`src/rtl/irig_frame_sync.sv`:
```
// irig_frame_sync: IRIG-B frame alignment, bit-index tracking, marker checking and
// BCD time-field assembly downstream of the pulse-width symbol parser.
//
// state  | meaning
// HUNT   | no alignment; waiting for any marker
// ARMED  | one marker seen; a second marker (Pr) establishes index 0
// LOCKED | aligned; every symbol checked against the expected marker/data slot
module irig_frame_sync #(
    parameter int TIMEOUT = 2_500_000
) (
    input  logic       clk,
    input  logic       rst,
    input  logic [1:0] sym_in,
    input  logic       sym_valid,
    output logic       locked,
    output logic [6:0] bit_index,
    output logic       pps,
    output logic       time_valid,
    output logic [6:0] sec_bcd,
    output logic [6:0] min_bcd,
    output logic [5:0] hour_bcd,
    output logic [9:0] day_bcd,
    output logic [7:0] year_bcd,
    output logic       sync_err
);

    localparam int            TW       = (TIMEOUT > 1) ? $clog2(TIMEOUT) : 1;
    localparam logic [TW-1:0] TMO_LOAD = TW'(TIMEOUT - 1);

    typedef enum logic [1:0] {
        HUNT   = 2'd0,
        ARMED  = 2'd1,
        LOCKED = 2'd2
    } state_t;

    state_t        state;
    state_t        state_nxt;
    logic [TW-1:0] tmo_cnt;

    // Packed accumulator: {year[7:0], day[9:0], hour[5:0], min[6:0], sec[6:0]}
    logic [37:0]   acc;

    logic [6:0]    idx_inc;
    logic [6:0]    idx_nxt;
    logic          mark_slot;
    logic          is_mark;
    logic          is_data;
    logic          is_illegal;
    logic          tmo_hit;
    logic          pps_nxt;
    logic          tv_nxt;
    logic          err_nxt;
    logic          acc_clr;
    logic          acc_wr;
    logic          publish;
    logic          fld_hit;
    logic [5:0]    fld_pos;

    assign is_mark    = (sym_in == 2'd2);
    assign is_data    = ~sym_in[1];
    assign is_illegal = (sym_in == 2'd3);
    assign idx_inc    = (bit_index == 7'd99) ? 7'd0 : bit_index + 7'd1;
    assign mark_slot  = (idx_inc == 7'd0) || ((idx_inc % 7'd10) == 7'd9);
    assign tmo_hit    = (state != HUNT) && !sym_valid && (tmo_cnt == '0);
    assign locked     = (state == LOCKED);

    // Map the frame index of the incoming data bit onto its accumulator bit
    always_comb begin
        fld_hit = 1'b1;
        fld_pos = '0;
        case (idx_inc) inside
            [7'd1:7'd4]:   fld_pos = 6'(idx_inc - 7'd1);
            [7'd6:7'd8]:   fld_pos = 6'(idx_inc - 7'd2);
            [7'd10:7'd13]: fld_pos = 6'(idx_inc - 7'd3);
            [7'd15:7'd17]: fld_pos = 6'(idx_inc - 7'd4);
            [7'd20:7'd23]: fld_pos = 6'(idx_inc - 7'd6);
            [7'd25:7'd26]: fld_pos = 6'(idx_inc - 7'd7);
            [7'd30:7'd33]: fld_pos = 6'(idx_inc - 7'd10);
            [7'd35:7'd38]: fld_pos = 6'(idx_inc - 7'd11);
            [7'd40:7'd41]: fld_pos = 6'(idx_inc - 7'd12);
            [7'd50:7'd53]: fld_pos = 6'(idx_inc - 7'd20);
            [7'd55:7'd58]: fld_pos = 6'(idx_inc - 7'd21);
            default:       fld_hit = 1'b0;
        endcase
    end

    // Next-state, index and strobe decisions for the current symbol or timeout.
    // Lock is only ever entered at index 0, so any index-99 marker accepted in
    // LOCKED closes a frame whose indices 1..98 were all seen while locked.
    always_comb begin
        state_nxt = state;
        idx_nxt   = bit_index;
        pps_nxt   = 1'b0;
        tv_nxt    = 1'b0;
        err_nxt   = 1'b0;
        acc_clr   = 1'b0;
        acc_wr    = 1'b0;
        publish   = 1'b0;
        if (tmo_hit) begin
            state_nxt = HUNT;
            idx_nxt   = 7'd0;
            err_nxt   = 1'b1;
            acc_clr   = 1'b1;
        end else if (sym_valid) begin
            case (state)
                HUNT: begin
                    if (is_mark) state_nxt = ARMED;
                end
                ARMED: begin
                    if (is_mark) begin
                        state_nxt = LOCKED;
                        idx_nxt   = 7'd0;
                        pps_nxt   = 1'b1;
                        acc_clr   = 1'b1;
                    end else begin
                        state_nxt = HUNT;
                        err_nxt   = is_illegal;
                    end
                end
                LOCKED: begin
                    if (mark_slot ? is_mark : is_data) begin
                        idx_nxt = idx_inc;
                        if (idx_inc == 7'd0) begin
                            pps_nxt = 1'b1;
                            acc_clr = 1'b1;
                        end else if (idx_inc == 7'd99) begin
                            publish = 1'b1;
                            tv_nxt  = 1'b1;
                        end else begin
                            acc_wr = fld_hit;
                        end
                    end else begin
                        state_nxt = is_mark ? ARMED : HUNT;
                        idx_nxt   = 7'd0;
                        err_nxt   = 1'b1;
                        acc_clr   = 1'b1;
                    end
                end
                default: state_nxt = HUNT;
            endcase
        end
    end

    // FSM state register
    always_ff @(posedge clk) begin
        if (rst) state <= HUNT;
        else     state <= state_nxt;
    end

    // Bit index and registered one-cycle strobes
    always_ff @(posedge clk) begin
        if (rst) begin
            bit_index  <= 7'd0;
            pps        <= 1'b0;
            time_valid <= 1'b0;
            sync_err   <= 1'b0;
        end else begin
            bit_index  <= idx_nxt;
            pps        <= pps_nxt;
            time_valid <= tv_nxt;
            sync_err   <= err_nxt;
        end
    end

    // Inter-symbol timeout down-counter, reloaded by every symbol and idle in HUNT
    always_ff @(posedge clk) begin
        if (rst)                             tmo_cnt <= '0;
        else if (sym_valid || state == HUNT) tmo_cnt <= TMO_LOAD;
        else if (tmo_cnt != '0)              tmo_cnt <= tmo_cnt - 1'b1;
    end

    // Field accumulator, written LSB-first at each data bit's slot
    always_ff @(posedge clk) begin
        if (rst || acc_clr) acc <= '0;
        else if (acc_wr)    acc[fld_pos] <= sym_in[0];
    end

    // Published time fields, updated only when a complete frame closes
    always_ff @(posedge clk) begin
        if (rst) begin
            sec_bcd  <= '0;
            min_bcd  <= '0;
            hour_bcd <= '0;
            day_bcd  <= '0;
            year_bcd <= '0;
        end else if (publish) begin
            sec_bcd  <= acc[6:0];
            min_bcd  <= acc[13:7];
            hour_bcd <= acc[19:14];
            day_bcd  <= acc[29:20];
            year_bcd <= acc[37:30];
        end
    end

endmodule

```
`config.mk`:
```
export PLATFORM = sky130hd
export DESIGN_NAME = irig_frame_sync
export DESIGN_NICKNAME = d
export VERILOG_FILES = /design/src/rtl/irig_frame_sync.sv
export SDC_FILE = /design/constraint.sdc
export NUM_CORES = 1
export LEC_CHECK = 0
export ABC_AREA = 1
export BUFFER_PORTS_ARGS = -buffer_cell sky130_fd_sc_hd__buf_2
export CORE_MARGIN = 8
export CORE_UTILIZATION = 40
export CTS_CLUSTER_SIZE = 8
export DETAILED_ROUTE_END_ITERATION = 8
export MAX_ROUTING_LAYER = met4
export PLACE_DENSITY = 0.68
export SETUP_SLACK_MARGIN = 0.15
export SLEW_MARGIN = 30
export SYNTH_ARGS = -nofsm -noshare
export SYNTH_HDL_FRONTEND = slang
export SYNTH_SLANG_ARGS = --single-unit
```
`constraint.sdc`:
```
create_clock -name clk -period 4.13 [get_ports clk]
set_clock_uncertainty 0.05 [all_clocks]
set_input_delay 0.6195 -clock clk [delete_from_list [all_inputs] [get_ports clk]]
set_output_delay 0.6195 -clock clk [all_outputs]
set_load 0.02 [all_outputs]
```
# Yosys cells after proc, flatten, opt, wreduce, memory -nomap -nowiden
# Cells that the tools add are included.
[totals]
regBits = 110
elab_cells = 155
inputBits = 5
output_inout_bits = 49
[classes]
addsub = 13
n_bitwise = 2
reduce_logical = 30
n_div = 1
muxes = 62
n_eq_ne = 10
n_lt_le_gt_ge = 24
[op_table]
columns = ["cell", "n"]
rows = [
  ["$mux 6", 11],
  ["$mux 22", 2],
  ["$bwmux 38", 1],
  ["$mux 1", 36],
  ["$le 7x6->1 const B", 5],
  ["$ge 7x6->1 const B", 4],
  ["$logic_not 22->1", 1],
  ["$reduce_bool 22->1", 1],
  ["$sub 22x1->22 const B", 1],
  ["$ge 7x5->1 const B", 3],
  ["$le 7x5->1 const B", 3],
  ["$mux 7", 3],
  ["$sub 6x3->6 const B", 3],
  ["$sub 6x4->6 const B", 3],
  ["$eq 7x7->1 const B", 2],
  ["$ge 7x4->1 const B", 2],
  ["$le 7x4->1 const B", 2],
  ["$logic_and 1x1->1", 14],
  ["$pmux 7 s2", 1],
  ["$sub 6x2->6 const B", 2],
  ["$sub 6x5->6 const B", 2],
  ["$add 7x1->7 const B", 1],
  ["$eq 7x4->1 const B", 1],
  ["$ge 7x1->1 const B", 1],
  ["22 further kinds", 37],
]

# Longest topological paths before layout
[depth]
depth_word = 21
depth_mapped = 45
mapped_depth_nobuf = 41

# Least setup slack after synthesis
# No wires, ideal clock.
[synth_path]
path_type = "flip-flop to flip-flop"
startpoint = "reg bit_index[1]"
endpoint = "reg acc[0]"
arrival_time_ns = 4.365
setup_slack_ns = -0.398
period_less_slack_ns = 4.528
n_path_buf = 3
setup_time_ns = 0.113
required_ns = 3.967
path_stages_with_launch = 42
cell_sequence = "dfxtp_1 ha_1 buf_4 inv_2 nor2_2 nand3b_4 nand2_2 ha_1 inv_2 nor2_1 nand2_1 nand2_1 nand3_2 nand2_2 nand2_1 o21ai_0 inv_2 nand2_2 (+6 left out) nor2_1 nand2_1 nand3_1 nand2_1 inv_1 nand2_1 nor2_1 nand2_2 nand2_1 nand2_1 nand2_2 buf_6 buf_4 nand4_1 nand2_1 nand2_1 inv_1 nor2_2"
[synth_between]
elab_chain_len = 21
word_cells_on_any_way = 93
classes_between = "add/sub (12); div (1); order compare (24); eq/ne (3); mux (38); reduce/logical (15)"
[synth_lines]
columns = ["item", "line_no", "source"]
rows = [
  ["start: declaration", "16", "output logic [6:0] bit_index,"],
  ["start signal: assignment", "158", "bit_index <= idx_nxt;"],
  ["$add 7x1->7 / $eq 7x7->1 (equally long branches)", "62", "assign idx_inc = (bit_index == 7'd99) ? 7'd0 : bit_index + 7'd1;"],
  ["$mux 7 *", "62", ""],
  ["parallel branches: the longest is 19 deep, another holds $mod 7x4->7", "-", ""],
  ["end signal: indexed assignment", "175", "else if (acc_wr) acc[fld_pos] <= sym_in[0];"],
  ["end: declaration", "41", "logic [37:0] acc;"],
]
# Mark *: on every way between the ends.
# A chain may end at the register's enable or synchronous reset.

# Worst setup path in the final report
[layout_path]
startpoint = "reg bit_index[0]"
endpoint = "reg acc[12]"
# The elaborated chain is that of the path after synthesis.

==> results.cfg <==
[worst_hold_path]
hold_path.class = reg -> reg
hold_depth = 2

[placed_design]
port-buffer-count = 53
gp_congestion = 0.977
post-dp-hpwl_um = 14900
dp_cells = 1497

[routing]
ant_nets = 0
drt_iter0_drc = 808
routed_wl_um = 23700
wl_per_cell_um = 15.2
first_pass_iters = 5
vias = 8337
drc = 0
avgViaCountPerCell = 5.34

[synthesis]
synth_edf_count = 0
synth_fa_ha_area_frac = 0.0365
synthTopCellsByArea = dfxtp_1, nand2_1, inv_1, nor2_1, nand3_1
ys.flop_type = dfxtp_1
syn-mean-instance-area_um2 = 6.28
syn_inst = 1201
yosysSeqAreaShare = 0.292
netlist_area_um2 = 7550
synth_top_family_by_area = simple AND/OR/NAND/NOR gates
synth_warnings = 0
muxShareOfSynthArea = 0
synth-async-reset-ratio = 0
synth_top_area_cell = dfxtp_1
synth_compound_area_frac = 0.126
synth_simple_gate_area_frac = 0.384
synthXorXnorAreaFrac = 0.0221
syn-num-nets = 1228
yosysTopAreaCellShare = 0.292
ys_ff_latch = 110
synth_cell_types = 43

[global_route]
grtUsageTotal = 0.191
grt_pass1_vias = 7514
grt_overflow = 0
grt_start_max_net_pins = 41
antenna_found_initial = 0
grt_pass1_wl_um = 37000

[floorplan]
dieHeight_um = 153
num_io_pins = 54
die-area_um2 = 23500
initial_core_util = 0.406
die_x_um = 153
coreArea_um2 = 18600
rows = 50

[pwr]
swShare = 0.250
internal_power_mw = 1.65
powerDensity_nw_per_um2 = 219
ir_drop_mv = 0.190
power_frac_clock = 0.402
p_switching_mw = 0.548
power_frac_seq = 0.493
p_leak_nw = 4.54
comb_power_share = 0.105

[timing]
finalHoldViolations = 0
tns_ns = -7.04
period_needed_ns = 4.28
hold_slack_ns = 0.394
fmax_mhz = 234
rsz0062_at_grt = true
tightest_slew_ns = 0.726
relSlewSlack = 0.515
min_period_over_period = 1.04
finalMaxSlewViolations = 0
fin_ws_ns = -0.145
setup_viol = 80

[clock_network]
clk_path_buf_depth = 2
cts.sinks = 110
cts_tree = done
numCtsBuffers = 9
cts.root.buffer_cell = clkbuf_16
clkTransAtPathRegs_ns = 0.07
cts_hold_buf = 0
insertion_delay_ns = 0.34
cts_max_level = 3

[outcome]
violations = negative setup slack
status = finished, violations left

[worst_setup_path]
cp_slowest_cell = dfxtp_4
arrival_ns = 4.47
reg2reg_slack_ns = -0.15
path_common_cell = nand2_4
end_kind = flip-flop
critical_path.max_fanout = 6
critPathRequiredTime_ns = 4.33
critPathMaxStageDelay_ns = 0.38
crit_type = reg -> reg
reg2reg_depth = 39
start_kind = flip-flop

[cells_and_area]
fillers = 1731
nNetsFinal = 1350
multi_input_area_um2 = 4990
area_delta_synth_final_pct = 32.9
register_area_um2 = 2210
drive_gt1_frac = 0.277
fin_cells = 1561
n_antenna_cell = 0

[job]
cap_violations = 0
## cell usage after synthesis, types with 11 or more instances
| cell | count |
|---|---|
| a21oi_1 | 75 |
| buf_2 | 11 |
| buf_6 | 17 |
| clkbuf_1 | 18 |
| dfxtp_1 | 110 |
| ha_1 | 22 |
| inv_1 | 177 |
| nand2_1 | 266 |
| nand2_2 | 13 |
| nand3_1 | 89 |
| nand4_1 | 65 |
| nor2_1 | 143 |
| nor2_2 | 26 |
| o21ai_0 | 80 |
| xor2_1 | 12 |
## worst paths after layout
kind | from | end
setup / recovery | bit_index[0] | acc[12]
hold / removal | min_bcd[2] | min_bcd[2]
setup reg to reg | bit_index[0] | acc[12]
hold reg to reg | min_bcd[2] | min_bcd[2]
## power groups by stage
stage	logic [mW]	clock network (mW)	registers [mW]
4_1_cts	0.195	0.893	1.08
3_5_place_dp	0.164	0	1.11
6_report	0.230	0.882	1.08
3_3_place_gp	0.161	0	1.11
2_1_floorplan	0.130	0	1.10
5_1_grt	0.249	0.938	1.08
## worst max-delay path, delay by kind of cell, from the launching register on
| family | cells | cell delay, ns |
|---|---|---|
| flops | 1 | 0.38 |
| compound gates | 1 | 0.28 |
| simple gates | 28 | 2.33 |
| buf+inv | 7 | 0.51 |
| fa+ha+maj | 3 | 0.61 |
## layout by cell type, fill, tap and decap left out, types with 5 or more instances in the layout
cell / n
nor2_4: 12
nor2_2: 39
buf_2: 53
buf_6: 7
nand2_4: 18
or2_2: 6
nand3_1: 78
nor3_1: 5
buf_4: 79
o21ai_0: 42
ha_4: 8
a21oi_1: 66
nor2_1: 119
nand2_1: 238
a21oi_2: 8
o21ai_1: 28
a31oi_1: 5
nand3_2: 7
nand4_1: 65
nand3_4: 11
o21ai_2: 18
inv_1: 168
ha_1: 10
clkbuf_16: 17
buf_16: 6
inv_2: 10
buf_12: 7
xor2_1: 11
dfxtp_1: 107
nand2_2: 26
xnor2_1: 7
## logic make-up after synthesis
group | after synthesis
simple gates | 633
fa+ha+maj | 22
xor+xnor | 19
flops | 110
buf+inv | 237
compound gates | 180
## layout make-up
cell class | instances | share of cell area
inverter | 183 | 0.0701
multi-input combinational | 854 | 0.497
timing repair buffer | 165 | 0.153
clock buffer | 11 | 0.0242
clock inverter | 4 | 0.00549
sequential | 110 | 0.221
tap | 234 | 0.0292
## state kept, by name, summed over array words and instances (netlist names)
signal,cells
sec_bcd,7
day_bcd,10
sync_err,1
min_bcd,7
tmo_cnt,22
pps,1
year_bcd,8
bit_index,7
hour_bcd,6
time_valid,1
state,2
acc,38
## routing by layer
layer,routed length (um),global-route usage
met1,9630,0.230
met2,11400,0.319
met3,1680,0.0248
met4,920,0.0728
met5,0,-
## metrics by stage
stage                     setup slack (ns)  instance area (um2)  total power [mW]   util
after floorplan                      0.154                 7740              1.23      -
after global placement            -0.00369                 8440              1.27  0.454
after detailed placement            -0.153                 8440              1.27  0.454
after CTS                          -0.0351                 9280              2.17  0.500
after global routing                -0.367                10000              2.27  0.540
final                               -0.145                10000              2.19  0.540
## what timing repair did
action	in CTS	in global routing
pin swaps	19	44
resized for setup	82	118
buffers inserted	16	15
gates cloned	8	10
endpoints found under the setup margin	86	87
No activity file was read; power rests on OpenSTA's default activity.
